$ cat config.mk
export PLATFORM = sky130hd
export DESIGN_NAME = alu_arbiter
export DESIGN_NICKNAME = d
export VERILOG_FILES = /design/src/rtl/alu_arbiter.sv
export SDC_FILE = /design/constraint.sdc
export NUM_CORES = 1
export LEC_CHECK = 0
export ABC_AREA = 1
export BUFFER_PORTS_ARGS = -buffer_cell sky130_fd_sc_hd__buf_2
export CORE_MARGIN = 8
export CORE_UTILIZATION = 50
export CTS_CLUSTER_SIZE = 10
export DETAILED_ROUTE_END_ITERATION = 7
export PLACE_DENSITY = 0.79
export SETUP_SLACK_MARGIN = 0.5
export SLEW_MARGIN = 15
export SYNTH_ARGS = -nofsm -noshare
export SYNTH_HDL_FRONTEND = slang
export SYNTH_SLANG_ARGS = --single-unit
$ cat constraint.sdc
create_clock -name clk -period 3.9 [get_ports clk]
set_input_delay 0.78 -clock clk [delete_from_list [all_inputs] [get_ports clk]]
set_output_delay 0.78 -clock clk [all_outputs]
set_load 0.1 [all_outputs]
$ cat src/rtl/alu_arbiter.sv
`default_nettype none
// =============================================================================
// alu_arbiter : two-port request arbiter sharing one ALU, in-order responses
// Rev 1.0
// =============================================================================
module alu_arbiter #(
   parameter int unsigned FIXED_PRIO = 0
) (
   input  logic        clk,
   input  logic        rst_n,
   input  logic        ReqValidA,
   output logic        ReqReadyA,
   input  logic [31:0] ReqOp1A,
   input  logic [31:0] ReqOp2A,
   input  logic [3:0]  ReqCtrlA,
   input  logic        ReqValidB,
   output logic        ReqReadyB,
   input  logic [31:0] ReqOp1B,
   input  logic [31:0] ReqOp2B,
   input  logic [3:0]  ReqCtrlB,
   output logic        RespValidA,
   input  logic        RespReadyA,
   output logic [31:0] RespDataA,
   output logic        RespValidB,
   input  logic        RespReadyB,
   output logic [31:0] RespDataB,
   output logic [31:0] Operand1,
   output logic [31:0] Operand2,
   output logic [3:0]  AluContrl,
   input  logic [31:0] AluOut
);

   localparam logic c_port_a = 1'b0;
   localparam logic c_port_b = 1'b1;

   logic        s1_valid_q, s1_valid_d;
   logic        s1_owner_q, s1_owner_d;
   logic [31:0] s1_op1_q, s1_op1_d;
   logic [31:0] s1_op2_q, s1_op2_d;
   logic [3:0]  s1_ctrl_q, s1_ctrl_d;
   logic        last_q, last_d;

   logic [1:0]        req_valid;
   logic [1:0]        resp_ready;
   logic [1:0]        resp_valid;
   logic [1:0]        push;
   logic [1:0]        pop;
   logic [1:0]        elig;
   logic [1:0]        grant;
   logic [1:0][1:0]   resp_cnt;
   logic [1:0][31:0]  resp_head;
   logic [2:0]        out_cnt_a;
   logic [2:0]        out_cnt_b;

   assign req_valid  = {ReqValidB, ReqValidA};
   assign resp_ready = {RespReadyB, RespReadyA};

   always_comb begin
      resp_valid[0] = (resp_cnt[0] != 2'd0);
      resp_valid[1] = (resp_cnt[1] != 2'd0);
      pop           = resp_valid & resp_ready;
      push[0]       = s1_valid_q && (s1_owner_q == c_port_a);
      push[1]       = s1_valid_q && (s1_owner_q == c_port_b);
   end

   // Outstanding work per port counts the in-flight S1 entry; a same-cycle pop frees a slot.
   always_comb begin
      out_cnt_a = {1'b0, resp_cnt[0]} + {2'b00, push[0]};
      out_cnt_b = {1'b0, resp_cnt[1]} + {2'b00, push[1]};
      elig[0]   = rst_n && req_valid[0] && ((out_cnt_a - {2'b00, pop[0]}) < 3'd2);
      elig[1]   = rst_n && req_valid[1] && ((out_cnt_b - {2'b00, pop[1]}) < 3'd2);
   end

   always_comb begin
      grant = 2'b00;
      if (FIXED_PRIO != 0) begin
         if (elig[0]) begin
            grant[0] = 1'b1;
         end else if (elig[1]) begin
            grant[1] = 1'b1;
         end
      end else begin
         if (elig[0] && elig[1]) begin
            if (last_q == c_port_b) begin
               grant[0] = 1'b1;
            end else begin
               grant[1] = 1'b1;
            end
         end else if (elig[0]) begin
            grant[0] = 1'b1;
         end else if (elig[1]) begin
            grant[1] = 1'b1;
         end
      end
   end

   always_comb begin
      last_d = last_q;
      if (grant[0]) begin
         last_d = c_port_a;
      end else if (grant[1]) begin
         last_d = c_port_b;
      end
   end

   // S1 never holds: it loads the granted request or clears every cycle.
   always_comb begin
      s1_valid_d = |grant;
      s1_owner_d = grant[1] ? c_port_b : c_port_a;
      s1_op1_d   = '0;
      s1_op2_d   = '0;
      s1_ctrl_d  = '0;
      if (grant[0]) begin
         s1_op1_d  = ReqOp1A;
         s1_op2_d  = ReqOp2A;
         s1_ctrl_d = ReqCtrlA;
      end else if (grant[1]) begin
         s1_op1_d  = ReqOp1B;
         s1_op2_d  = ReqOp2B;
         s1_ctrl_d = ReqCtrlB;
      end
   end

   always_ff @(posedge clk or negedge rst_n) begin
      if (!rst_n) begin
         s1_valid_q <= 1'b0;
         s1_owner_q <= c_port_a;
         s1_op1_q   <= '0;
         s1_op2_q   <= '0;
         s1_ctrl_q  <= '0;
         last_q     <= c_port_b;
      end else begin
         s1_valid_q <= s1_valid_d;
         s1_owner_q <= s1_owner_d;
         s1_op1_q   <= s1_op1_d;
         s1_op2_q   <= s1_op2_d;
         s1_ctrl_q  <= s1_ctrl_d;
         last_q     <= last_d;
      end
   end

   for (genvar p = 0; p < 2; p++) begin : g_resp_fifo
      logic [31:0] mem_q [2];
      logic [31:0] mem_d [2];
      logic        wr_ptr_q, wr_ptr_d;
      logic        rd_ptr_q, rd_ptr_d;
      logic [1:0]  cnt_q, cnt_d;

      always_comb begin
         mem_d    = mem_q;
         wr_ptr_d = wr_ptr_q;
         rd_ptr_d = rd_ptr_q;
         cnt_d    = cnt_q;
         if (push[p]) begin
            mem_d[wr_ptr_q] = AluOut;
            wr_ptr_d        = ~wr_ptr_q;
         end
         if (pop[p]) begin
            rd_ptr_d = ~rd_ptr_q;
         end
         case ({push[p], pop[p]})
            2'b10:   cnt_d = cnt_q + 2'd1;
            2'b01:   cnt_d = cnt_q - 2'd1;
            default: cnt_d = cnt_q;
         endcase
      end

      always_ff @(posedge clk or negedge rst_n) begin
         if (!rst_n) begin
            mem_q[0] <= '0;
            mem_q[1] <= '0;
            wr_ptr_q <= 1'b0;
            rd_ptr_q <= 1'b0;
            cnt_q    <= 2'd0;
         end else begin
            mem_q    <= mem_d;
            wr_ptr_q <= wr_ptr_d;
            rd_ptr_q <= rd_ptr_d;
            cnt_q    <= cnt_d;
         end
      end

      assign resp_cnt[p]  = cnt_q;
      assign resp_head[p] = mem_q[rd_ptr_q];

      a_no_overflow: assert property (@(posedge clk) disable iff (!rst_n)
         !(push[p] && (cnt_q == 2'd2)));
   end

   assign ReqReadyA  = grant[0];
   assign ReqReadyB  = grant[1];
   assign RespValidA = resp_valid[0];
   assign RespValidB = resp_valid[1];
   assign RespDataA  = resp_valid[0] ? resp_head[0] : 32'd0;
   assign RespDataB  = resp_valid[1] ? resp_head[1] : 32'd0;
   assign Operand1   = s1_valid_q ? s1_op1_q  : 32'd0;
   assign Operand2   = s1_valid_q ? s1_op2_q  : 32'd0;
   assign AluContrl  = s1_valid_q ? s1_ctrl_q : 4'd0;

endmodule
`default_nettype wire

==> results of run 1 <==
placed cells by master (no fill, tap or decap), types with 4 or more instances in the layout:
master	n
nor2_1	4
o21ai_0	52
dfrtp_2	4
dfrtp_1	202
clkbuf_16	25
nand3_2	4
o21ai_2	37
clkbuf_1	11
buf_4	26
a21oi_1	66
nand3_1	141
buf_2	306
nand2_1	414
o21ai_1	40
inv_1	116
sequential cells by signal, indices dropped and copies added, names as in the netlist:
name / flops
last_q: 1
s1_op1_q: 32
s1_owner_q: 1
g_resp_fifo.mem_q: 128
s1_ctrl_q: 4
g_resp_fifo.cnt_q: 4
g_resp_fifo.wr_ptr_q: 2
s1_valid_q: 1
s1_op2_q: 32
g_resp_fifo.rd_ptr_q: 2
metrics by stage:
step | instance area [µm²] | utilization (%) | hold WS, ns | cells
CTS | 12100 | 63.1 | 0.0848 | 1747
global route | 12100 | 63.2 | 0.0823 | 1750
finish | 12100 | 63.2 | 0.0987 | 1750
detailed placement | 11400 | 59.1 | 0.468 | 1703
global placement | 11400 | 59.1 | 0.464 | 1703
floorplan | 9740 | - | 0.453 | 1191
what timing repair did:
action,CTS,global route
setup buffers,6,0
endpoints found under the setup margin,2,2
gates resized for setup,8,2
pin swaps,3,3
path summary, 6_finish.rpt:
check / to / slack (ns) / cells after the start
hold / removal: g_resp_fifo[0].cnt_q[1]$_DFFE_PN0P_ / 0.1 / 1
setup reg to reg: s1_op2_q[13]$_DFF_PN0_ / 1.10 / 11
min in group clk: g_resp_fifo[0].mem_q[52]$_DFFE_PN0P_ / 0.48 / 2
hold reg to reg: g_resp_fifo[0].mem_q[52]$_DFFE_PN0P_ / 0.48 / 2
max in group asynchronous: g_resp_fifo[0].mem_q[15]$_DFFE_PN0P_ / 2.10 / 3
setup / recovery: ReqReadyA / 0.47 / 11
area by class of cell:
cell class | count | area [µm²]
sequential | 207 | 5190
clock inverter | 2 | 12.5
fill | 1635 | 7060
multi-input combinational | 781 | 3670
tap | 265 | 332
antenna | 2 | 5.00
clock buffer | 36 | 667
inverter | 121 | 469
timing repair buffer | 336 | 1800
logic make-up after synthesis:
family | share of synthesized area (%)
compound gates | 11.6
xor+xnor | 0.362
fa+ha+maj | 0.672
buf+inv | 9.35
flops | 53.5
simple gates | 24.5
per-layer routing:
| metal | routed length (µm) | vias to the layer above | track usage [%] |
|---|---|---|---|
| li1 | - | 4324 | - |
| met1 | 11000 | 4067 | 27.5 |
| met2 | 13400 | 371 | 38.0 |
| met3 | 2580 | 52 | 6.69 |
| met4 | 671 | 0 | 6.28 |
| met5 | 0 | - | 0 |
worst max-delay path, delay by kind of cell, from the launching register on:
family | cells | cell delay, ns
adder cells (fa/ha/maj) | 2 | 0.71
buffers and inverters | 3 | 0.29
flip-flops | 1 | 0.42
AND/OR/NAND/NOR | 6 | 0.72
==> key figures, run 1 <==
STA
  • FMAX: 0.291 GHz
  • Final period util: 88.1%
  • Finish-stage setup viols: 0
  • Final hold viol count: 0
  • Slew headroom: 23.1%
  • Final Slew Violations: 0
  • RSZ-0062 raised after global routing: yes
  • Tmin final: 3.43 ns
  • Setup ws final: 0.466 ns
  • Worst-Margin Slew: 1.15 ns
  • Total negative slack: 0 ns
  • Skew final: 0.00917 ns

Detailed routing
  • Initial DRC Count: 436
  • DR vias: 8814
  • WL per Instance: 15.8 µm
  • Drt total wl: 27.7 mm
  • Drt drc: 0
  • ANT nets after route: 0
  • Vias/cell: 5.04
  • First-pass DRT Iterations: 5

Placement
  • Port bufs: 309
  • Post-DP HPWL: 19.1 mm
  • Pre-CTS setup slack: 0.364 ns
  • GP Congestion: 0.833

CTS
  • Sink Count: 207
  • Clk_lat worst skew: 0.50 ns
  • CTS Root Cell: clkbuf_16
  • H-tree Lvls: 1
  • Worst-path clk slew: 0.06 ns
  • Largest buffer count on any clock path: 3
  • Hold buffer count at CTS: 0
  • Num CTS Buffers: 25
  • CTS tree: built

Global routing
  • Initial antenna violation count: 3
  • Largest net degree at the start of global routing: 83
  • Vias in the first global route: 8737
  • Overall routing resource usage: 22.5%
  • Total global routing overflow: 0
  • First-pass GRT wire length: 44.4 mm

Synthesis
  • Synth Warn #: 0
  • Top cells by area, synth: dfrtp_1 (53%), nand2_1 (16%), nand3_1 (7.4%), inv_1 (4.7%), a21oi_1 (3.4%)
  • Asr flop ratio synth: 100%
  • Top cell type's share of synthesized area: 53.2%
  • Post-synth top flop: dfrtp_1
  • Post-synthesis net count: 1369
  • Register area share after synthesis: 53.5%
  • Count of different cell masters after synthesis: 26
  • Most common cell in the netlist: nand2_1
  • Cell Area, Synth: 9690 µm²
  • Synth Register Bits: 207
  • Synth top cells by count: nand2_1 (416), dfrtp_1 (206), nand3_1 (144)
  • Post-synth EDFFs: 0
  • Synthesized area per cell: 8.13 µm²
  • Post-synthesis cell count: 1191
  • Post-synth top area cell: dfrtp_1

Critical path
  • Worst EP required: 3.12 ns
  • Worst path cell trace: nor2_4 > nor2_4 > ha_4 > or2_4 > fa_1 > inv_1 > nor2_1 > nand3_2 > nand2_4 > clkinvlp_4 > buf_8
  • CP max FO: 2
  • Startpoint types: flop
  • Critical Path Slowest Stage Cell: fa_1
  • Critical Path AT: 2.65 ns
  • Most used cell, CP: nor2_4
  • RR Startpoint: g_resp_fifo[1].cnt_q[0]$_DFFE_PN0P_
  • Crit-path max cell delay: 0.51 ns
  • Crit. End Element: primary output
  • Critical Path Source: g_resp_fifo[1].cnt_q[0]$_DFFE_PN0P_
  • CP Class: reg -> out

Floorplanning
  • Top-Level Pins: 310
  • Rows: 51
  • Core area: 19200 µm²
  • Die area: 24100 µm²
  • Die height: 155 µm
  • Starting Density: 50.4%
  • Die W: 155 µm

Run
  • Max-cap viol count: 0

Final layout
  • Nets: 1650
  • Synth-to-layout area growth: 25.4%
  • Fraction of layout cells with a size suffix above 1: 29.0%

Worst hold path
  • Min-Delay Path Class: in -> async

Outcome
  • Status: finished clean
Power of run 1 is not shown: default switching activity piles up to over one toggle a cycle in this logic, so the estimate is an artifact.
==> run 2: changes to the inputs <==
PLACE_DENSITY = 0.75   (was 0.79)
RECOVER_POWER = 100   (was default)
==> key figures, run 2 (synthesis gave the netlist of run 1 again) <==
CTS
  • Clk_lat worst skew: 0.51 ns (about the same)
  • Sink Count: 207 (unchanged)
  • Hold buffer count at CTS: 0 (unchanged)
  • Num CTS Buffers: 24 (-4.0%)
  • CTS tree: built
  • H-tree Lvls: 1 (unchanged)
  • CTS Root Cell: clkbuf_16
  • Worst-path clk slew: 0.05 ns (about the same)
  • Largest buffer count on any clock path: 3 (unchanged)

Floorplanning
  • Die area: 24100 µm² (unchanged)
  • Die height: 155 µm (unchanged)
  • Core area: 19200 µm² (unchanged)
  • Starting Density: 50.4% (unchanged)
  • Top-Level Pins: 310 (unchanged)
  • Rows: 51 (unchanged)
  • Die W: 155 µm (unchanged)

Global routing
  • Largest net degree at the start of global routing: 88 (+6.0%)
  • First-pass GRT wire length: 45.5 mm (+2.4%)
  • Total global routing overflow: 0 (unchanged)
  • Initial antenna violation count: 4 (+1)
  • Overall routing resource usage: 23.1% (+0.66 points)
  • Vias in the first global route: 8840 (+1.2%)

Critical path
  • CP max FO: 2 (unchanged)
  • Startpoint types: input pin
  • Crit. End Element: primary output
  • R2R setup slack: 0.48 ns (-0.62 ns)
  • Critical Path AT: 2.86 ns (+0.21 ns)
  • CP Class: in -> out
  • RR Startpoint: g_resp_fifo[1].cnt_q[0]$_DFFE_PN0P_
  • FF-to-FF path depth: 11 (unchanged)
  • Worst path cell trace: buf_2 > inv_8 > nor2_1 > ha_4 > or2_4 > fa_1 > inv_1 > nor2_2 > nand3_1 > nand2_4 > clkinvlp_4 > buf_8
  • WP buf/inv: 5 (+2)
  • Critical Path Slowest Stage Cell: fa_1
  • Worst path depth: 12 (+1)
  • Worst EP required: 3.12 ns (about the same)
  • Top delay family on crit path: simple AND/OR/NAND/NOR gates
  • Critical Path Source: RespReadyB
  • Crit-path max cell delay: 0.52 ns (about the same)
  • Reg-to-reg endpoint: s1_op1_q[15]$_DFF_PN0_

Final layout
  • Nets: 1648 (-0.12%)
  • Largest register by flop count: g_resp_fifo.mem_q
  • Fraction of layout cells with a size suffix above 1: 17.1% (-12 points)
  • Fill cells: 1853 (+13%)
  • Footprint of the multi-input gates: 3510 µm² (-4.4%)
  • Top Registers: g_resp_fifo.mem_q x128, s1_op1_q x32, s1_op2_q x32
  • Max reg flops: 128 (unchanged)
  • Commonest non-fill, non-tap cell in the layout: nand2_1
  • Synth-to-layout area growth: 21.3%
  • Register Area: 5190 µm² (unchanged)
  • Layout Cells excl Fill: 1739 (-0.63%)
  • Most frequent cells in the layout: nand2_1 (417), dfrtp_1 (202), buf_2 (174)

Worst hold path
  • Min-Delay Path Class: in -> async

STA
  • Tmin final: 3.64 ns (+0.206 ns)
  • FMAX: 0.275 GHz (-5.7%)
  • Finish-stage setup viols: 0 (unchanged)
  • RSZ-0062 raised after global routing: yes
  • Final hold viol count: 0 (unchanged)
  • Total negative slack: 0 ns (unchanged)
  • Slew headroom: -43.3% (-66 points)
  • Skew final: 0.0136 ns (+0.00441 ns)
  • Worst-Margin Slew: 2.15 ns (+0.999 ns)
  • Setup ws final: 0.260 ns (-0.206 ns)
  • Final period util: 93.3% (+5.3 points)
  • Final Slew Violations: 292 (+292)

Detailed routing
  • Drt drc: 0 (unchanged)
  • ANT nets after route: 0 (unchanged)
  • Drt total wl: 28.4 mm (+2.6%)
  • Initial DRC Count: 588 (+35%)
  • DR vias: 8866 (+0.59%)
  • WL per Instance: 16.4 µm (+3.2%)
  • First-pass DRT Iterations: 7 (+2)
  • Vias/cell: 5.10 (+1.2%)

Run
  • Max-cap viol count: 5 (+5)

Placement
  • Pre-CTS setup slack: 0.323 ns (-0.0406 ns)
  • Cells after DPL: 1702 (-0.059%)
  • GP Congestion: 0.815 (-2.1%)
  • Port bufs: 309 (unchanged)
  • Post-DP HPWL: 19.2 mm (about the same)

Outcome
  • Status: finished with violations
  • Failing checks: capacitance limit, slew limit
run 2: layer usage:
layer / share of wire [%] / wire [µm] / global-route usage, % / vias to the layer above
met5: 0.028 / 8 / 0 / -
met4: 2.9 / 820 / 7.21 / 2
met3: 8.0 / 2280 / 6.05 / 63
met2: 49 / 13900 / 38.8 / 359
met1: 40 / 11500 / 28.8 / 4151
li1: - / - / - / 4291
run 2: what timing repair did:
item | in CTS | in global routing
pin swaps | 4 | 4
resized for setup | 10 | 1
setup endpoints to repair | 2 | 4
buffers inserted | 4 | 3
run 2: worst max-delay path by stage:
| stage | slack, ns | end |
|---|---|---|
| 2_1_floorplan | 0.38 | ReqReadyB |
| 3_3_place_gp | 0.37 | ReqReadyA |
| 3_5_place_dp | 0.32 | ReqReadyA |
| 4_1_cts | 0.40 | ReqReadyA |
| 5_1_grt | 0.17 | ReqReadyA |
| 6_report | 0.26 | ReqReadyA |
run 2: layout make-up:
| cell class | count | area share (%) |
|---|---|---|
| Tap cell | 265 | 2.82 |
| Clock inverter | 1 | 0.139 |
| Multi-Input combinational cell | 781 | 29.9 |
| Sequential cell | 207 | 44.2 |
| Antenna cell | 3 | 0.0639 |
| Timing Repair Buffer | 335 | 13.6 |
| Inverter | 121 | 4.00 |
| Clock buffer | 26 | 5.26 |
run 2: worst register-to-register path, delay by kind of cell, from the launching register on:
| kind | cells | cell delay [ns] |
|---|---|---|
| DFF | 1 | 0.36 |
| adders and majority gates | 2 | 0.72 |
| and+or+nand+nor | 7 | 1.16 |
| buffers and inverters | 2 | 1.11 |
run 2: through the flow:
step	hold slack, ns	cell area, µm²	util [%]
finish	0.234	11700	61.1
global route	0.254	11700	61.1
CTS	0.235	12100	62.8
detailed placement	0.468	11400	59.2
global placement	0.464	11400	59.2
floorplan	0.453	9740	-
Power of run 2 is left out for the same reason.
==> run 3: changes to the inputs <==
BUFFER_PORTS_ARGS = default   (was -buffer_cell sky130_fd_sc_hd__buf_2)
CORE_UTILIZATION = 60   (was 50)
DONT_BUFFER_PORTS = 1   (was default)
PLACE_DENSITY = 0.72   (was 0.75)
==> key figures, run 3 (synthesis gave the netlist of run 1 again) <==
Floorplanning
  • Rows: 46 (-9.8%)
  • Starting Density: 61.2% (+11 points)
  • Die height: 143 µm (-7.8%)
  • Core area: 15800 µm² (-18%)
  • Die W: 143 µm (-7.8%)
  • Die area: 20500 µm² (-15%)
  • Top-Level Pins: 310 (unchanged)

Critical path
  • Top delay family on crit path: simple AND/OR/NAND/NOR gates
  • WP buf/inv: 3 (-2)
  • Critical Path Slowest Stage Cell: fa_2
  • Most used cell, CP: nor2_4
  • Crit-path max cell delay: 0.57 ns (+0.05 ns)
  • Critical Path AT: 2.88 ns (+0.02 ns)
  • Startpoint types: flop
  • Worst path depth: 11 (-1)
  • CP max FO: 2 (unchanged)
  • Worst path cell trace: nor2_1 > nor2_4 > ha_4 > or2_4 > fa_2 > inv_2 > nor2_4 > nand3_1 > nand2_4 > clkinvlp_4 > buf_12
  • FF-to-FF path depth: 11 (unchanged)
  • Worst EP required: 3.12 ns (about the same)
  • CP Class: reg -> out
  • Crit. End Element: primary output

Placement
  • GP Congestion: 0.787 (-3.4%)
  • Port bufs: 0 (-100%)
  • Cells after DPL: 1406 (-17%)
  • Post-DP HPWL: 17.3 mm (-9.6%)
  • Pre-CTS setup slack: 0.505 ns (+0.181 ns)

Global routing
  • Overall routing resource usage: 24.6% (+1.5 points)
  • Largest net degree at the start of global routing: 212 (+140%)
  • Vias in the first global route: 7924 (-10%)
  • Initial antenna violation count: 1 (-3)
  • Total global routing overflow: 0 (unchanged)
  • First-pass GRT wire length: 40.2 mm (-11%)

Detailed routing
  • First-pass DRT Iterations: 7 (unchanged)
  • Vias/cell: 5.49 (+7.6%)
  • DR vias: 7936 (-10%)
  • Drt drc: 0 (unchanged)
  • ANT nets after route: 0 (unchanged)
  • Initial DRC Count: 517 (-12%)
  • Drt total wl: 25.9 mm (-8.8%)
  • WL per Instance: 17.9 µm (+9.7%)

CTS
  • Largest buffer count on any clock path: 3 (unchanged)
  • Num CTS Buffers: 24 (unchanged)
  • Sink Count: 207 (unchanged)
  • H-tree Lvls: 1 (unchanged)
  • CTS Root Cell: clkbuf_16
  • CTS tree: built
  • Clk_lat worst skew: 0.50 ns (about the same)
  • Worst-path clk slew: 0.05 ns (about the same)

STA
  • Final hold viol count: 18 (+18)
  • RSZ-0062 raised after global routing: yes
  • Final Slew Violations: 166 (-43%)
  • Total negative slack: 0 ns (unchanged)
  • Skew final: 0.00742 ns (-0.00617 ns)
  • Tmin final: 3.66 ns (+0.0214 ns)
  • Final period util: 93.9% (+0.55 points)
  • FMAX: 0.273 GHz (-0.58%)
  • Worst-Margin Slew: 2.46 ns (+0.309 ns)
  • Finish-stage setup viols: 0 (unchanged)
  • Setup ws final: 0.238 ns (-0.0214 ns)
  • Hold_ws: -0.0219 ns (-0.256 ns)
  • Slew headroom: -63.9% (-21 points)

Final layout
  • Max reg flops: 128 (unchanged)
  • Fraction of layout cells with a size suffix above 1: 13.7% (-3.4 points)
  • Fill cells: 1393 (-25%)
  • Synth-to-layout area growth: 11.7%
  • Commonest non-fill, non-tap cell in the layout: nand2_1
  • Final Core Density: 68.4% (+7.2 points)
  • Layout Cells excl Fill: 1446 (-17%)
  • Top Registers: g_resp_fifo.mem_q x128, s1_op1_q x32, s1_op2_q x32
  • Largest register by flop count: g_resp_fifo.mem_q
  • Most frequent cells in the layout: nand2_1 (417), dfrtp_1 (203), nand3_1 (143)
  • Nets: 1405 (-15%)

Run
  • Max-cap viol count: 3 (-2)

Worst hold path
  • Min-Delay Path Class: in -> async

Outcome
  • Failing checks: hold timing, capacitance limit, slew limit
  • Status: finished with violations
## run 3: cell types whose count changed in the layout (fill, tap and decap cells not counted), moves of 2 or more
| cell | change |
|---|---|
| a21oi_2 | +64 |
| dfrtp_2 | -2 |
| diode_2 | -2 |
| nor2_4 | +3 |
| buf_4 | +6 |
| buf_2 | -174 |
| clkbuf_1 | -94 |
| clkbuf_8 | -2 |
| nor2_2 | -2 |
| a21oi_1 | -64 |
| clkbuf_2 | +24 |
## run 3: metal layers
| layer | global-route usage (%) | part of all wire (%) | up-vias |
|---|---|---|---|
| met5 | 0 | 0 | - |
| met4 | 8.72 | 3.2 | 0 |
| met3 | 6.14 | 8.1 | 53 |
| met2 | 42.3 | 51 | 316 |
| met1 | 29.4 | 38 | 3759 |
| li1 | - | - | 3808 |
## run 3: metrics by stage
step                hold WS [ns]  cell area, µm²
floorplan                  0.453            9740
global placement           0.464           10400
detailed placement         0.468           10400
CTS                      -0.0371           11200
global route             -0.0395           10800
finish                   -0.0219           10800
## run 3: layout make-up
type	instances	area [µm²]	share of cell area (%)
antenna	1	2.50	0.0231
inverter	121	469	4.34
multi-input combinational	781	3770	34.8
tap	216	270	2.50
timing repair buffer	92	483	4.46
clock buffer	28	637	5.89
sequential	207	5190	47.9
## run 3: worst paths after layout
kind	from	end	slack, ns
worst max-delay path	g_resp_fifo[1].cnt_q[0]$_DFFE_PN0P_	ReqReadyA	0.24
max in group asynchronous	rst_n	s1_op1_q[17]$_DFF_PN0_	3.45
worst max register to register	g_resp_fifo[1].cnt_q[0]$_DFFE_PN0P_	s1_op1_q[4]$_DFF_PN0_	0.59
worst min-delay path	rst_n	s1_op1_q[20]$_DFF_PN0_	-0.02
worst min register to register	g_resp_fifo[0].mem_q[3]$_DFFE_PN0P_	g_resp_fifo[0].mem_q[3]$_DFFE_PN0P_	0.48
min in group clk	ReqOp2A[20]	s1_op2_q[20]$_DFF_PN0_	0.42
## run 3: timing repair
item,4_1_cts,5_1_grt
hold endpoints to repair,206,206
pin swaps,7,8
gates resized for setup,7,4
endpoints found under the setup margin,2,2
buffers inserted,7,4
Power of run 3 is left out for the same reason.
